$ cat config.mk
export PLATFORM = sky130hd
export DESIGN_NAME = inbuf_rc
export DESIGN_NICKNAME = d
export VERILOG_FILES = /design/src/rtl/inbuf_rc_pkg.sv /design/src/rtl/inbuf_rc_fifo.sv /design/src/rtl/inbuf_rc.sv
export SDC_FILE = /design/constraint.sdc
export NUM_CORES = 1
export LEC_CHECK = 0
export CAP_MARGIN = 15
export CORE_ASPECT_RATIO = 0.6
export CORE_MARGIN = 2
export CORE_UTILIZATION = 63
export CTS_BUF_LIST = sky130_fd_sc_hd__clkbuf_4 sky130_fd_sc_hd__clkbuf_8
export CTS_CLUSTER_SIZE = 14
export DETAILED_ROUTE_END_ITERATION = 12
export DONT_BUFFER_PORTS = 1
export GPL_ROUTABILITY_DRIVEN = 0
export PLACE_DENSITY = 0.75
export SLEW_MARGIN = 10
export SYNTH_ARGS = -nofsm -noshare
export SYNTH_HDL_FRONTEND = slang
export SYNTH_SLANG_ARGS = --single-unit
$ cat constraint.sdc
create_clock -name clk -period 3.34 [get_ports clk]
set_clock_uncertainty 0.15 [all_clocks]
set_input_delay 0.668 -clock clk [delete_from_list [all_inputs] [get_ports clk]]
set_output_delay 0.668 -clock clk [all_outputs]
set_load 0.01 [all_outputs]
$ cat src/rtl/inbuf_rc_pkg.sv
// Shared constants and types for the input buffer / route computation block.
// Flit layout: [15:14] type, [13] multicast flag, [3:0] destination node.
package inbuf_rc_pkg;

    localparam int FLITW = 16;
    localparam int DSTW  = 4;
    localparam int MCBIT = 13;
    localparam int PORT  = 4;
    localparam int PORTW = 2;

    // Reset is asserted when rst_ equals this level.
    localparam logic Enable_ = 1'b0;

    typedef enum logic [1:0] {
        FT_BODY   = 2'b00,
        FT_HEAD   = 2'b01,
        FT_TAIL   = 2'b10,
        FT_SINGLE = 2'b11
    } flit_type_e;

    typedef enum logic [1:0] {
        ST_IDLE   = 2'b00,
        ST_RC     = 2'b01,
        ST_ACTIVE = 2'b10
    } rc_state_e;

    function automatic flit_type_e flit_type(input logic [FLITW-1:0] f);
        return flit_type_e'(f[FLITW-1:FLITW-2]);
    endfunction

    // True for flits that open a packet (head or single).
    function automatic logic opens_pkt(input logic [FLITW-1:0] f);
        return (flit_type(f) == FT_HEAD) || (flit_type(f) == FT_SINGLE);
    endfunction

    // True for flits that close a packet (tail or single).
    function automatic logic closes_pkt(input logic [FLITW-1:0] f);
        return (flit_type(f) == FT_TAIL) || (flit_type(f) == FT_SINGLE);
    endfunction

endpackage

$ cat src/rtl/inbuf_rc_fifo.sv
// ibuf_fifo: flit storage with wrapping pointers and occupancy count.
// Ports: clk, rst_ (sync, active-low), push/wdata in, pop in, rdata/full/empty out.
module ibuf_fifo
    import inbuf_rc_pkg::*;
#(
    parameter int DEPTH = 4,
    parameter int W     = FLITW
) (
    input  logic         clk,
    input  logic         rst_,
    input  logic         push,
    input  logic         pop,
    input  logic [W-1:0] wdata,
    output logic [W-1:0] rdata,
    output logic         full,
    output logic         empty
);

    localparam int AW = (DEPTH > 1) ? $clog2(DEPTH) : 1;

    logic [W-1:0]  mem_q [DEPTH];
    logic [W-1:0]  mem_d [DEPTH];
    logic [AW-1:0] wptr_q, wptr_d;
    logic [AW-1:0] rptr_q, rptr_d;
    logic [AW:0]   cnt_q, cnt_d;
    logic          do_push, do_pop;

    assign full    = (cnt_q == (AW+1)'(DEPTH));
    assign empty   = (cnt_q == '0);
    assign rdata   = mem_q[rptr_q];
    assign do_push = push && !full;
    assign do_pop  = pop && !empty;

    // DEPTH is a power of two, so pointer overflow is the modulo wrap.
    always_comb begin
        mem_d  = mem_q;
        wptr_d = wptr_q;
        rptr_d = rptr_q;
        cnt_d  = cnt_q + (AW+1)'(do_push) - (AW+1)'(do_pop);
        if (do_push) begin
            mem_d[wptr_q] = wdata;
            wptr_d        = wptr_q + 1'b1;
        end
        if (do_pop) begin
            rptr_d = rptr_q + 1'b1;
        end
    end

    always_ff @(posedge clk) begin
        if (rst_ == Enable_) begin
            wptr_q <= '0;
            rptr_q <= '0;
            cnt_q  <= '0;
        end else begin
            wptr_q <= wptr_d;
            rptr_q <= rptr_d;
            cnt_q  <= cnt_d;
        end
    end

    always_ff @(posedge clk) begin
        mem_q <= mem_d;
    end

endmodule

$ cat src/rtl/inbuf_rc.sv
// inbuf_rc: input FIFO plus route computation (IDLE -> RC -> ACTIVE) and route table.
// Ports: idata/ivalid/iready upstream; tbl_* table write; port/req/multab/odata out; grt/multab_ct in.
module inbuf_rc
    import inbuf_rc_pkg::*;
#(
    parameter int PORTID = 0,
    parameter int DEPTH  = 4
) (
    input  logic             clk,
    input  logic             rst_,
    input  logic [FLITW-1:0] idata,
    input  logic             ivalid,
    output logic             iready,
    input  logic             tbl_we,
    input  logic [DSTW-1:0]  tbl_addr,
    input  logic [PORTW:0]   tbl_data,
    output logic [PORTW:0]   port,
    output logic             req,
    output logic             multab,
    input  logic [PORT:0]    grt,
    input  logic [PORT:0]    multab_ct,
    output logic [FLITW-1:0] odata
);

    localparam int NTBL = 2 ** DSTW;
    localparam logic [PORTW:0] PID = (PORTW+1)'(PORTID);

    rc_state_e      state_q, state_d;
    logic [PORTW:0] port_q, port_d;
    logic           multab_q, multab_d;
    logic [PORTW:0] tbl_q [NTBL];
    logic [PORTW:0] tbl_d [NTBL];

    logic full, empty;
    logic push, pop, fwd_pop, drop_pop;

    assign iready = !full;
    assign push   = ivalid && !full;
    assign port   = port_q;
    assign multab = multab_q;
    assign req    = (state_q == ST_ACTIVE) && !empty;

    // Forward only when granted and no output reports contention.
    assign fwd_pop  = req && (|grt) && !(|multab_ct);
    // Orphan body/tail flits at the head while idle are discarded.
    assign drop_pop = (state_q == ST_IDLE) && !empty && !opens_pkt(odata);
    assign pop      = fwd_pop || drop_pop;

    ibuf_fifo #(
        .DEPTH (DEPTH),
        .W     (FLITW)
    ) u_fifo (
        .clk   (clk),
        .rst_  (rst_),
        .push  (push),
        .pop   (pop),
        .wdata (idata),
        .rdata (odata),
        .full  (full),
        .empty (empty)
    );

    always_comb begin
        state_d  = state_q;
        port_d   = port_q;
        multab_d = multab_q;
        unique case (state_q)
            ST_IDLE: begin
                if (!empty && opens_pkt(odata)) begin
                    state_d = ST_RC;
                end
            end
            ST_RC: begin
                // Reads the table before any same-cycle write lands.
                port_d   = tbl_q[odata[DSTW-1:0]];
                multab_d = odata[MCBIT];
                state_d  = ST_ACTIVE;
            end
            ST_ACTIVE: begin
                if (fwd_pop && closes_pkt(odata)) begin
                    state_d = ST_IDLE;
                end
            end
            default: state_d = ST_IDLE;
        endcase
    end

    always_comb begin
        tbl_d = tbl_q;
        if (tbl_we) begin
            tbl_d[tbl_addr] = tbl_data;
        end
    end

    always_ff @(posedge clk) begin
        if (rst_ == Enable_) begin
            state_q  <= ST_IDLE;
            port_q   <= '0;
            multab_q <= 1'b0;
            for (int i = 0; i < NTBL; i++) begin
                tbl_q[i] <= PID;
            end
        end else begin
            state_q  <= state_d;
            port_q   <= port_d;
            multab_q <= multab_d;
            tbl_q    <= tbl_d;
        end
    end

endmodule
==> impl_metrics.tcl <==
set metrics [dict create \
    synth.distinct_cells 37 \
    r2r_start "u_fifo.rptr_q[0]" \
    yosys.area.top_type "edfxtp_1" \
    die_w_um 123 \
    stdcell_count 533 \
    die_h_um 75.5 \
    post_cts_buffers 0 \
    grt_max_degree 62 \
    syn-instance-count 410 \
    max_stage_delay_ps 530 \
    min_delay_path_depth 0 \
    avgSynthCellArea_um2 13.1 \
    synthTopCellsByArea "edfxtp_1 (36%), dfxtp_1 (23%), mux2i_1 (10%)" \
    globalRouteOverflowTotal 0 \
    wl_mm 10.5 \
    slew_headroom_pct 40.0 \
    fin_ws_ps 498 \
    required_ps 3520 \
    clock_latency_ps 430 \
    grt_pass1_vias 2971 \
    p_leak_nw 2.06 \
    status "finished, final reports clean" \
    holdWs_ps 179 \
    vias 3138 \
    fill_cells 590 \
    fmax_mhz 352 \
    wl_met2_mm 4.58 \
    dp.cells 501 \
    cts_sinks 125 \
    first_pass_iters 5 \
    grt_antenna_before_repair 0 \
    r2r_end "port[0]" \
    fin_nets 452 \
    grt_usage_pct 24.2 \
    rsz0062_at_grt "false" \
    cp-end-kind "flop" \
    yosysSeqAreaShare_pct 58.5 \
    netlist_area_um2 5370 \
    final_util_pct 69.5 \
    hold_violations 0 \
    wl_met1_mm 4.89 \
    initial_core_util_pct 64.0 \
    fin_crit_sh_pct 85.1 \
    synth_top_area_share_pct 35.8 \
    rows 26 \
    final_area_um2 5830 \
    ff2ff_path_depth 6 \
    powerDensity_nw_per_um2 691 \
    hp-start "idata[0]" \
    final_antenna_net_count 0 \
    via_per_inst 5.89 \
    maxSlewViolCount 0 \
    drtIter0Drc 275 \
    hold_class "primary input to flop" \
    pre_cts_slack_ps 69.8 \
    hold_end "u_fifo.mem_q[32]" \
    cts-hold-fix-buffers 0 \
    dieArea_um2 9300 \
    worst_ir_drop_vdd_mv 0.598 \
    place_area_um2 5410 \
    min_period_ps 2840 \
    crit_chain "or4_1, a2111oi_0, buf_4, o21a_1, ha_1, inv_1, ha_1, fa_1, xnor2_1, xnor2_1, and2_1" \
    dp_hpwl_mm 6.90 \
    cts_tree "yes" \
    setup_viol 0 \
    worstMarginPinSlew_ps 899 \
    r2r_setup_slack_ps 570 \
    start_kind "primary input" \
    cp_max_fo 2 \
    synthFlopType "edfxtp_1" \
    tns_ps 0 \
    clockBufferDepth 2 \
    clk_pin_slew_ps 70 \
    worstSetupPathType "primary input to flop" \
    crit_arrival_ps 3020 \
    root_buffer "clkbuf_8" \
    cts_resized 0 \
    io_buffers 0 \
    dr_wl_met3_um 955 \
    async_reset_ff_share_pct 0 \
    maxCapViolations 0 \
    top_layer "met4" \
    n_antenna_cell 0 \
    wire_per_inst_um 19.6 \
    drc_errors 0 \
    finalPower_mw 4.03 \
    cts_buffers 17 \
    grt_pass1_wl_mm 16.1 \
    h-tree-depth 4 \
    yosysWarnings 0 \
    syn_nets 454 \
    cpMaxStageDelayCell "or4_1" \
    syn2layout_area_growth_pct 8.62 \
    synth_edf_count 64 \
    core_area_um2 8390 \
    drive_gt1_share_pct 11.9 \
    io_pins 59 \
    synth-seq-cells 125 \
]
-- cells in the mapped netlist (6+ instances only) --
master	count
a21boi_0	18
a22oi_1	12
and2_1	7
clkbuf_1	18
dfxtp_1	61
edfxtp_1	64
ha_1	6
inv_1	8
mux2i_1	56
mux4_2	12
nand2_1	26
nor2_1	13
nor2b_1	37
o21ai_0	18
-- state kept, by name (all words and copies together), names as in the netlist --
| register | flops |
|---|---|
| multab | 1 |
| port | 3 |
| state_q | 2 |
| tbl_q | 48 |
| u_fifo.cnt_q | 3 |
| u_fifo.mem_q | 64 |
| u_fifo.rptr_q | 2 |
| u_fifo.wptr_q | 2 |
-- critical path: cells and delay by family --
kind,cells,cell delay (ps)
XOR/XNOR,2,270
AND/OR/NAND/NOR,2,680
adder cells (fa/ha/maj),3,720
buffers and inverters,2,220
AO/OA/AOI/OAI,2,470
-- cell type report --
cell class                 count  area, um^2  share of cell area, %
inverter                       8        30.0                  0.515
clock buffer                  17         234                   4.01
multi-input combinational    251        2060                   35.3
sequential                   125        3140                   53.9
clock inverter                15         189                   3.24
timing repair buffer           5        37.5                  0.644
tap                          112         140                   2.40
-- power by group --
part / internal, mW / switching [mW]
Combinational: 0.354 / 0.481
Sequential: 1.76 / 0.0619
Clock: 0.750 / 0.629
-- per-layer routing --
metal	global-route usage [%]	vias to the layer above
met5	0	-
met4	9.47	0
met3	9.06	4
met2	32.9	111
met1	35.4	1530
li1	-	1493
-- logic make-up (layout without fill, tap and decap cells) --
group | count (synthesis) | after routing | synth area share, %
buffers and inverters | 34 | 45 | 3.12
DFF | 125 | 125 | 58.5
adders and majority gates | 7 | 7 | 1.77
AOI/OAI and AO/OA | 57 | 57 | 7.22
muxes | 72 | 72 | 17.4
and+or+nand+nor | 110 | 110 | 11.1
xor gates and xnor gates | 5 | 5 | 0.816
-- placed cells by master, fill, tap and decap left out, types with 3 or more instances in the layout --
cell type,synthesis,layout
mux4_1,4,4
clkbuf_8,0,17
mux4_2,12,12
and2_1,7,7
inv_6,0,4
a221oi_1,3,3
xnor2_1,5,5
and3_1,5,5
mux2i_1,56,56
nand2_1,26,26
nor2b_1,37,37
nand3b_1,4,4
inv_1,8,8
bufinv_16,0,3
o21ai_0,18,18
clkinv_4,0,5
edfxtp_1,64,64
nor2_1,13,13
buf_4,0,5
nand3_1,5,5
a22oi_1,12,12
a21boi_0,18,18
ha_1,6,6
dfxtp_1,61,61
or3_1,3,3
-- worst max path at each step --
stage / cells after the start / startpoint / end
2_1_floorplan: 10 / multab_ct[1] / u_fifo.cnt_q[2]
3_3_place_gp: 11 / multab_ct[1] / u_fifo.cnt_q[2]
3_5_place_dp: 11 / multab_ct[1] / u_fifo.cnt_q[2]
4_1_cts: 2 / u_fifo.rptr_q[0] / odata[0]
5_1_grt: 11 / multab_ct[1] / u_fifo.cnt_q[2]
6_report: 11 / multab_ct[1] / u_fifo.cnt_q[2]
No activity file was read; power rests on OpenSTA's default activity.
